$ cat config.mk
export PLATFORM = sky130hd
export DESIGN_NAME = mag_ambm_stream_flat
export DESIGN_NICKNAME = d
export VERILOG_FILES = /design/src/rtl/mag_ambm_stream_pkg.sv /design/src/rtl/mag_ambm_stream_if.sv /design/src/rtl/mag_peak_track.sv /design/src/rtl/mag_ambm_stream.sv /design/src/flat_wrapper.sv
export SDC_FILE = /design/constraint.sdc
export NUM_CORES = 2
export LEC_CHECK = 0
export ABC_AREA = 0
export ABC_CLOCK_PERIOD_IN_PS = 7100
export CORE_MARGIN = 1.5
export CORE_UTILIZATION = 55
export CTS_CLUSTER_SIZE = 12
export DETAILED_ROUTE_END_ITERATION = 16
export PLACE_DENSITY = 0.76
export SLEW_MARGIN = 20
export SYNTH_ARGS = -nofsm -noshare
export SYNTH_HDL_FRONTEND = slang
export SYNTH_SLANG_ARGS = --single-unit
$ cat constraint.sdc
create_clock -name clk -period 7.1 [get_ports clk]
set_input_delay 1.42 -clock clk [delete_from_list [all_inputs] [get_ports clk]]
set_output_delay 1.42 -clock clk [all_outputs]
set_load 0.01 [all_outputs]
$ cat src/rtl/mag_ambm_stream_pkg.sv
// Shared constants for the AMBM magnitude estimator.
// Segment boundaries are Q0.8 (min/max ratio); alpha/beta are Q2.8.
package mag_ambm_stream_pkg;
    localparam int FRAC    = 8;
    localparam int NSEG    = 8;
    localparam int SEG   [0:7] = '{25, 51, 78, 106, 137, 171, 200, 210};
    localparam int ALPHA [0:8] = '{307, 254, 250, 243, 234, 223, 209, 209, 181};
    localparam int BETA  [0:8] = '{6, 31, 56, 80, 104, 126, 147, 147, 180};
    localparam int ALPHA_S = 246;
    localparam int BETA_S  = 102;

    typedef enum logic {
        MODE_SEG    = 1'b0,
        MODE_SINGLE = 1'b1
    } mode_e;
endpackage

$ cat src/rtl/mag_ambm_stream_if.sv
// Sample-in / magnitude-out stream plus the per-frame peak report.
interface mag_ambm_stream_if #(
    parameter int IN_W  = 16,
    parameter int OUT_W = 16,
    parameter int IDX_W = 12
);
    logic                    in_valid;
    logic                    in_ready;
    logic signed [IN_W-1:0]  in_re;
    logic signed [IN_W-1:0]  in_im;
    logic                    in_last;
    logic                    cfg_mode;
    logic                    out_valid;
    logic                    out_ready;
    logic [OUT_W-1:0]        out_mag;
    logic                    out_last;
    logic                    peak_valid;
    logic [OUT_W-1:0]        peak_mag;
    logic [IDX_W-1:0]        peak_idx;

    modport master (
        output in_valid, in_re, in_im, in_last, cfg_mode, out_ready,
        input  in_ready, out_valid, out_mag, out_last, peak_valid, peak_mag, peak_idx
    );
    modport slave (
        input  in_valid, in_re, in_im, in_last, cfg_mode, out_ready,
        output in_ready, out_valid, out_mag, out_last, peak_valid, peak_mag, peak_idx
    );
endinterface

$ cat src/rtl/mag_peak_track.sv
// Per-frame peak tracker: records the first largest magnitude and its index.
// Latency: report pulses the cycle after the handshake carrying the frame's last flag.
// Backpressure: none; only observes completed output handshakes.
module mag_peak_track #(
    parameter int OUT_W = 16,
    parameter int IDX_W = 12
) (
    input  logic             clk,
    input  logic             rst,
    input  logic             hs,
    input  logic [OUT_W-1:0] mag,
    input  logic             last,
    output logic             peak_valid,
    output logic [OUT_W-1:0] peak_mag,
    output logic [IDX_W-1:0] peak_idx
);
    logic [IDX_W-1:0] cnt;
    logic [IDX_W-1:0] cur_idx;
    logic [OUT_W-1:0] cur_pk;
    logic             take;
    logic [OUT_W-1:0] nxt_pk;
    logic [IDX_W-1:0] nxt_idx;

    // cnt never wraps, so cnt==0 identifies the first sample of a frame
    always_comb begin
        take    = (cnt == '0) || (mag > cur_pk);
        nxt_pk  = take ? mag : cur_pk;
        nxt_idx = take ? cnt : cur_idx;
    end

    always_ff @(posedge clk or negedge rst) begin
        if (!rst) begin
            cnt        <= '0;
            cur_idx    <= '0;
            cur_pk     <= '0;
            peak_valid <= 1'b0;
            peak_mag   <= '0;
            peak_idx   <= '0;
        end else begin
            peak_valid <= 1'b0;
            if (hs) begin
                if (last) begin
                    peak_valid <= 1'b1;
                    peak_mag   <= nxt_pk;
                    peak_idx   <= nxt_idx;
                    cnt        <= '0;
                    cur_pk     <= '0;
                    cur_idx    <= '0;
                end else begin
                    cnt     <= (cnt == {IDX_W{1'b1}}) ? cnt : cnt + 1'b1;
                    cur_pk  <= nxt_pk;
                    cur_idx <= nxt_idx;
                end
            end
        end
    end
endmodule

$ cat src/rtl/mag_ambm_stream.sv
// Streaming complex magnitude estimate (alpha*max + beta*min) with per-frame peak report.
// Latency: 4 cycles accept-to-output handshake when not stalled; 1 sample/cycle.
// Backpressure: one global enable freezes every stage while out_valid && !out_ready.
module mag_ambm_stream #(
    parameter int IN_W  = 16,
    parameter int OUT_W = 16,
    parameter int IDX_W = 12
) (
    input  logic             clk,
    input  logic             rst,
    mag_ambm_stream_if.slave io
);
    import mag_ambm_stream_pkg::*;

    localparam int PW = IN_W + 9;
    localparam int SW = ((PW + 1) > (OUT_W + 1)) ? (PW + 1) : (OUT_W + 1);

    logic en;
    assign en          = !io.out_valid || io.out_ready;
    assign io.in_ready = en;

    // the most negative input has no positive twin, so it clips to the largest positive
    function automatic logic [IN_W-1:0] abs_sat(input logic signed [IN_W-1:0] v);
        logic [IN_W-1:0] r;
        if (!v[IN_W-1])               r = v;
        else if (v[IN_W-2:0] == '0)   r = {1'b0, {(IN_W-1){1'b1}}};
        else                          r = -v;
        return r;
    endfunction

    logic [IN_W-1:0] a_re, a_im;
    assign a_re = abs_sat(io.in_re);
    assign a_im = abs_sat(io.in_im);

    logic            s1_vld, s1_last;
    mode_e           s1_mode;
    logic [IN_W-1:0] s1_max, s1_min;

    logic            s2_vld, s2_last, s2_zero;
    logic [IN_W-1:0] s2_max, s2_min;
    logic [8:0]      s2_alpha, s2_beta;

    logic            s3_vld, s3_last, s3_zero;
    logic [PW-1:0]   s3_pa, s3_pb;

    logic [PW-1:0]   left;
    logic [3:0]      seg;
    logic [8:0]      alpha, beta;
    logic [SW-1:0]   sum;

    // descending scan so the lowest matching segment wins
    always_comb begin
        left = PW'(s1_min) << FRAC;
        seg  = 4'(NSEG);
        for (int k = NSEG - 1; k >= 0; k--) begin
            if (left < PW'(s1_max) * PW'(SEG[k]))
                seg = 4'(k);
        end
        if (s1_mode == MODE_SINGLE) begin
            alpha = 9'(ALPHA_S);
            beta  = 9'(BETA_S);
        end else begin
            alpha = 9'(ALPHA[seg]);
            beta  = 9'(BETA[seg]);
        end
    end

    assign sum = SW'(s3_pa) + SW'(s3_pb);

    always_ff @(posedge clk or negedge rst) begin
        if (!rst) begin
            s1_vld <= 1'b0; s1_last <= 1'b0; s1_mode <= MODE_SEG;
            s1_max <= '0;   s1_min  <= '0;
            s2_vld <= 1'b0; s2_last <= 1'b0; s2_zero <= 1'b0;
            s2_max <= '0;   s2_min  <= '0;   s2_alpha <= '0; s2_beta <= '0;
            s3_vld <= 1'b0; s3_last <= 1'b0; s3_zero <= 1'b0;
            s3_pa  <= '0;   s3_pb   <= '0;
            io.out_valid <= 1'b0;
            io.out_last  <= 1'b0;
            io.out_mag   <= '0;
        end else if (en) begin
            s1_vld   <= io.in_valid;
            s1_last  <= io.in_last;
            s1_mode  <= mode_e'(io.cfg_mode);
            s1_max   <= (a_re >= a_im) ? a_re : a_im;
            s1_min   <= (a_re >= a_im) ? a_im : a_re;

            s2_vld   <= s1_vld;
            s2_last  <= s1_last;
            s2_zero  <= (s1_max == '0);
            s2_max   <= s1_max;
            s2_min   <= s1_min;
            s2_alpha <= alpha;
            s2_beta  <= beta;

            // each term is floored on its own before the add
            s3_vld   <= s2_vld;
            s3_last  <= s2_last;
            s3_zero  <= s2_zero;
            s3_pa    <= (PW'(s2_max) * PW'(s2_alpha)) >> FRAC;
            s3_pb    <= (PW'(s2_min) * PW'(s2_beta)) >> FRAC;

            io.out_valid <= s3_vld;
            io.out_last  <= s3_last;
            if (s3_zero)
                io.out_mag <= '0;
            else if (sum > SW'({OUT_W{1'b1}}))
                io.out_mag <= {OUT_W{1'b1}};
            else
                io.out_mag <= OUT_W'(sum);
        end
    end

    logic out_hs;
    assign out_hs = io.out_valid && io.out_ready;

    mag_peak_track #(.OUT_W(OUT_W), .IDX_W(IDX_W)) u_peak (
        .clk        (clk),
        .rst        (rst),
        .hs         (out_hs),
        .mag        (io.out_mag),
        .last       (io.out_last),
        .peak_valid (io.peak_valid),
        .peak_mag   (io.peak_mag),
        .peak_idx   (io.peak_idx)
    );
endmodule

$ cat src/flat_wrapper.sv
// flat-port wrapper written by rule: the top's interface ports become plain ports
module mag_ambm_stream_flat import mag_ambm_stream_pkg::*;
#(
    parameter int IN_W  = 16,
    parameter int OUT_W = 16,
    parameter int IDX_W = 12
)
  (clk, rst, io_in_valid, io_in_re, io_in_im, io_in_last, io_cfg_mode, io_out_ready, io_in_ready, io_out_valid, io_out_mag, io_out_last, io_peak_valid, io_peak_mag, io_peak_idx);
  mag_ambm_stream_if #(.IN_W(IN_W), .OUT_W(OUT_W), .IDX_W(IDX_W)) io_i ();
  input  logic clk;
  input  logic rst;
  input wire logic [$bits(io_i.in_valid)-1:0] io_in_valid;
  input wire logic [$bits(io_i.in_re)-1:0] io_in_re;
  input wire logic [$bits(io_i.in_im)-1:0] io_in_im;
  input wire logic [$bits(io_i.in_last)-1:0] io_in_last;
  input wire logic [$bits(io_i.cfg_mode)-1:0] io_cfg_mode;
  input wire logic [$bits(io_i.out_ready)-1:0] io_out_ready;
  output wire logic [$bits(io_i.in_ready)-1:0] io_in_ready;
  output wire logic [$bits(io_i.out_valid)-1:0] io_out_valid;
  output wire logic [$bits(io_i.out_mag)-1:0] io_out_mag;
  output wire logic [$bits(io_i.out_last)-1:0] io_out_last;
  output wire logic [$bits(io_i.peak_valid)-1:0] io_peak_valid;
  output wire logic [$bits(io_i.peak_mag)-1:0] io_peak_mag;
  output wire logic [$bits(io_i.peak_idx)-1:0] io_peak_idx;
  assign io_i.in_valid = io_in_valid;
  assign io_i.in_re = io_in_re;
  assign io_i.in_im = io_in_im;
  assign io_i.in_last = io_in_last;
  assign io_i.cfg_mode = io_cfg_mode;
  assign io_i.out_ready = io_out_ready;
  assign io_in_ready = io_i.in_ready;
  assign io_out_valid = io_i.out_valid;
  assign io_out_mag = io_i.out_mag;
  assign io_out_last = io_i.out_last;
  assign io_peak_valid = io_i.peak_valid;
  assign io_peak_mag = io_i.peak_mag;
  assign io_peak_idx = io_i.peak_idx;
  mag_ambm_stream #(.IN_W(IN_W), .OUT_W(OUT_W), .IDX_W(IDX_W)) u_core (.clk(clk), .rst(rst), .io(io_i));
endmodule
==> flow_metrics.env <==
export IMPL_synthTopCellsByArea="ha_1, fa_1, dfrtp_1, inv_1, nand2_1"
export IMPL_setup_viol=0
export IMPL_vias=27761
export IMPL_synthCells=3779
export IMPL_synth_flop_cell="dfrtp_1"
export IMPL_fin_crit_ns=6.90
export IMPL_cp_buffers_inverters=8
export IMPL_slew_headroom_pct=25.0
export IMPL_syn_area_per_cell_um2=8.82
export IMPL_worstMarginPinSlew_ns=1.12
export IMPL_cts_root_buffer="clkbuf_16"
export IMPL_final_net_count=4875
export IMPL_synth_cell_types=78
export IMPL_num_fill_cells=5141
export IMPL_die_area_um2=62100
export IMPL_critical_path_arrival_ns=7.32
export IMPL_synth_nets=4708
export IMPL_overflow=0
export IMPL_port_buffers=85
export IMPL_finalHoldViolCount=0
export IMPL_cts_buffers=27
export IMPL_path_max_fanout=4
export IMPL_antenna_found_initial=3
export IMPL_final_cell_mix="inv_1, ha_1, nand2_1, fa_1, dfrtp_1"
export IMPL_rsz0062_at_grt="yes"
export IMPL_clkTransAtPathRegs_ns=0.06
export IMPL_register_area_um2=5260
export IMPL_clock_path_buffers=3
export IMPL_die_w_um=249
export IMPL_yosys_area_top_type="ha_1"
export IMPL_routedWlPerCell_um=19.0
export IMPL_drtAntennaViolNets=0
export IMPL_fin_cells=4749
export IMPL_drt_iter0_drc=1857
export IMPL_core_area_um2=60100
export IMPL_yosysWarnings=0
export IMPL_synth_edf_count=0
export IMPL_grt_pass1_vias=27629
export IMPL_required_ns=7.52
export IMPL_start_util_pct=55.4
export IMPL_setup_tns_ns=0
export IMPL_routed_wl_mm=90.0
export IMPL_row_count=90
export IMPL_criticalPathCategory="register to register"
export IMPL_gr_usage_all_layers_pct=29.0
export IMPL_ys_ff_latch=210
export IMPL_pre_cts_slack_ns=-0.191
export IMPL_fin_crit_sh_pct=97.2
export IMPL_multiInputGateArea_um2=26000
export IMPL_drive_above_1_share_pct=9.13
export IMPL_start_kind="register"
export IMPL_place_congestion=0.962
export IMPL_cts_tree="yes"
export IMPL_status="finished, final reports clean"
export IMPL_synthToLayoutAreaGrowth_pct=12.7
export IMPL_htree_levels=1
export IMPL_grt_max_degree=83
export IMPL_async_flop_share_pct=100
export IMPL_cp_slowest_cell="fa_1"
export IMPL_cpLargestDelayFamily="adder cells"
export IMPL_hold_path_class="register to register"
export IMPL_ios=86
export IMPL_end_kind="register"
export IMPL_path_common_cell="buf_4"
export IMPL_final_common_cell="inv_1"
export IMPL_ys_seq_area_share_pct=15.8
export IMPL_dr_pass1_iters=5
export IMPL_slew_viol_final=0
export IMPL_finalClockSkew_ns=0.0399
export IMPL_viasPerCell=5.85
export IMPL_dp_cells=4679
export IMPL_dp_hpwl_mm=71.7
export IMPL_maxCapViolations=0
export IMPL_cts_sinks=210
export IMPL_slowest_delay_ns=0.57
export IMPL_worst_slack_ns=0.199
export IMPL_syn_cell_area_um2=33300
export IMPL_grt_first_pass_wirelength_mm=145
export IMPL_synthDominantCellAreaShare_pct=20.8
export IMPL_clk_latency_ns=0.60
export IMPL_fmax_ghz=0.145
export IMPL_dieHeight_um=249
export IMPL_drc=0
## final cells by class
cell class	instances	area share, %
tap	782	2.60
clock buffer	41	2.07
timing repair buffer	272	6.12
clock inverter	8	0.316
multi-input combinational	2862	69.1
sequential	210	14.0
antenna	1	0.00666
inverter	573	5.73
## cell usage after synthesis (all sizes together) (21+ instances only)
cell type	number
a221oi	25
a31oi	46
ha	555
and2	137
inv	572
or3	25
a21o	84
nand2b	25
nand3	102
clkbuf	115
xor2	102
o221a	22
o21ai	115
o31ai	23
o211ai	31
xnor2	70
nand4	42
nor3	64
nor2b	23
dfrtp	210
nor2	161
a21oi	140
o21bai	21
fa	336
nand2	419
## worst paths after layout
kind,slack [ns],end,cells after the start,from
hold reg to reg,0.47,u_core.s3_last,2,u_core.s3_last
hold / removal,0.47,u_core.s3_last,2,u_core.s3_last
setup reg to reg,0.20,u_core.s2_beta[2],33,u_core.s1_max[3]
min in group asynchronous,0.83,u_core.u_peak.peak_idx[3],1,rst
max in group asynchronous,4.89,u_core.s1_max[7],2,rst
setup / recovery,0.20,u_core.s2_beta[2],33,u_core.s1_max[3]
## worst min-delay path, stage by stage, from the launching register on
cell     delay, ns
dfrtp_1       0.34
nand2_1       0.05
nand2_1       0.05
## metrics by stage
stage          utilization, %  instance area, µm²  hold WS [ns]
2_1_floorplan               -               33300         0.430
3_3_place_gp             59.8               35900         0.451
3_5_place_dp             59.8               35900         0.455
4_1_cts                  61.4               36900         0.467
5_1_grt                  62.5               37600         0.486
6_report                 62.5               37600         0.465
## timing repair
item	CTS	global route
gates resized for setup	12	96
gates cloned	0	0
endpoints found under the hold margin	0	0
hold buffers	0	0
endpoints found under the setup margin	1	6
pin swaps	4	42
setup buffers	1	19
## kinds of logic (layout without fill, tap and decap cells)
kind of cell             count (synthesis)  count (layout)  synth area share, %
multiplexers                             2               2               0.0638
XOR/XNOR                               172             172                 4.52
flip-flops                             210             210                 15.8
other                                    0               1                    0
AND/OR/NAND/NOR                       1103            1103                 16.2
adder cells (fa/ha/maj)                891             891                 41.0
AO/OA/AOI/OAI                          694             694                 14.5
buffers and inverters                  707             894                 7.97
## registers in the layout, indices dropped and copies added, names as in the netlist, 7 cells and up
register                count
u_core.u_peak.cnt          12
u_core.s1_min              16
u_core.s1_max              16
u_core.s3_pa               17
u_core.u_peak.peak_idx     12
u_core.u_peak.cur_idx      12
u_core.s2_min              16
u_core.s2_beta              7
u_core.s2_alpha             9
u_core.u_peak.cur_pk       16
u_core.s2_max              16
u_core.u_peak.peak_mag     16
u_core.s3_pb               17
u_core.io.out_mag          16
## layer usage
layer,wire [µm],GRT usage (%),part of all wire [%]
met4,4900,13.4,5.4
met2,42700,49.6,47
met3,5420,3.90,6.0
met1,37000,36.4,41
met5,13,0,0.014
Power is not shown: default switching activity piles up to over one toggle a cycle in this logic, so the estimate is an artifact.
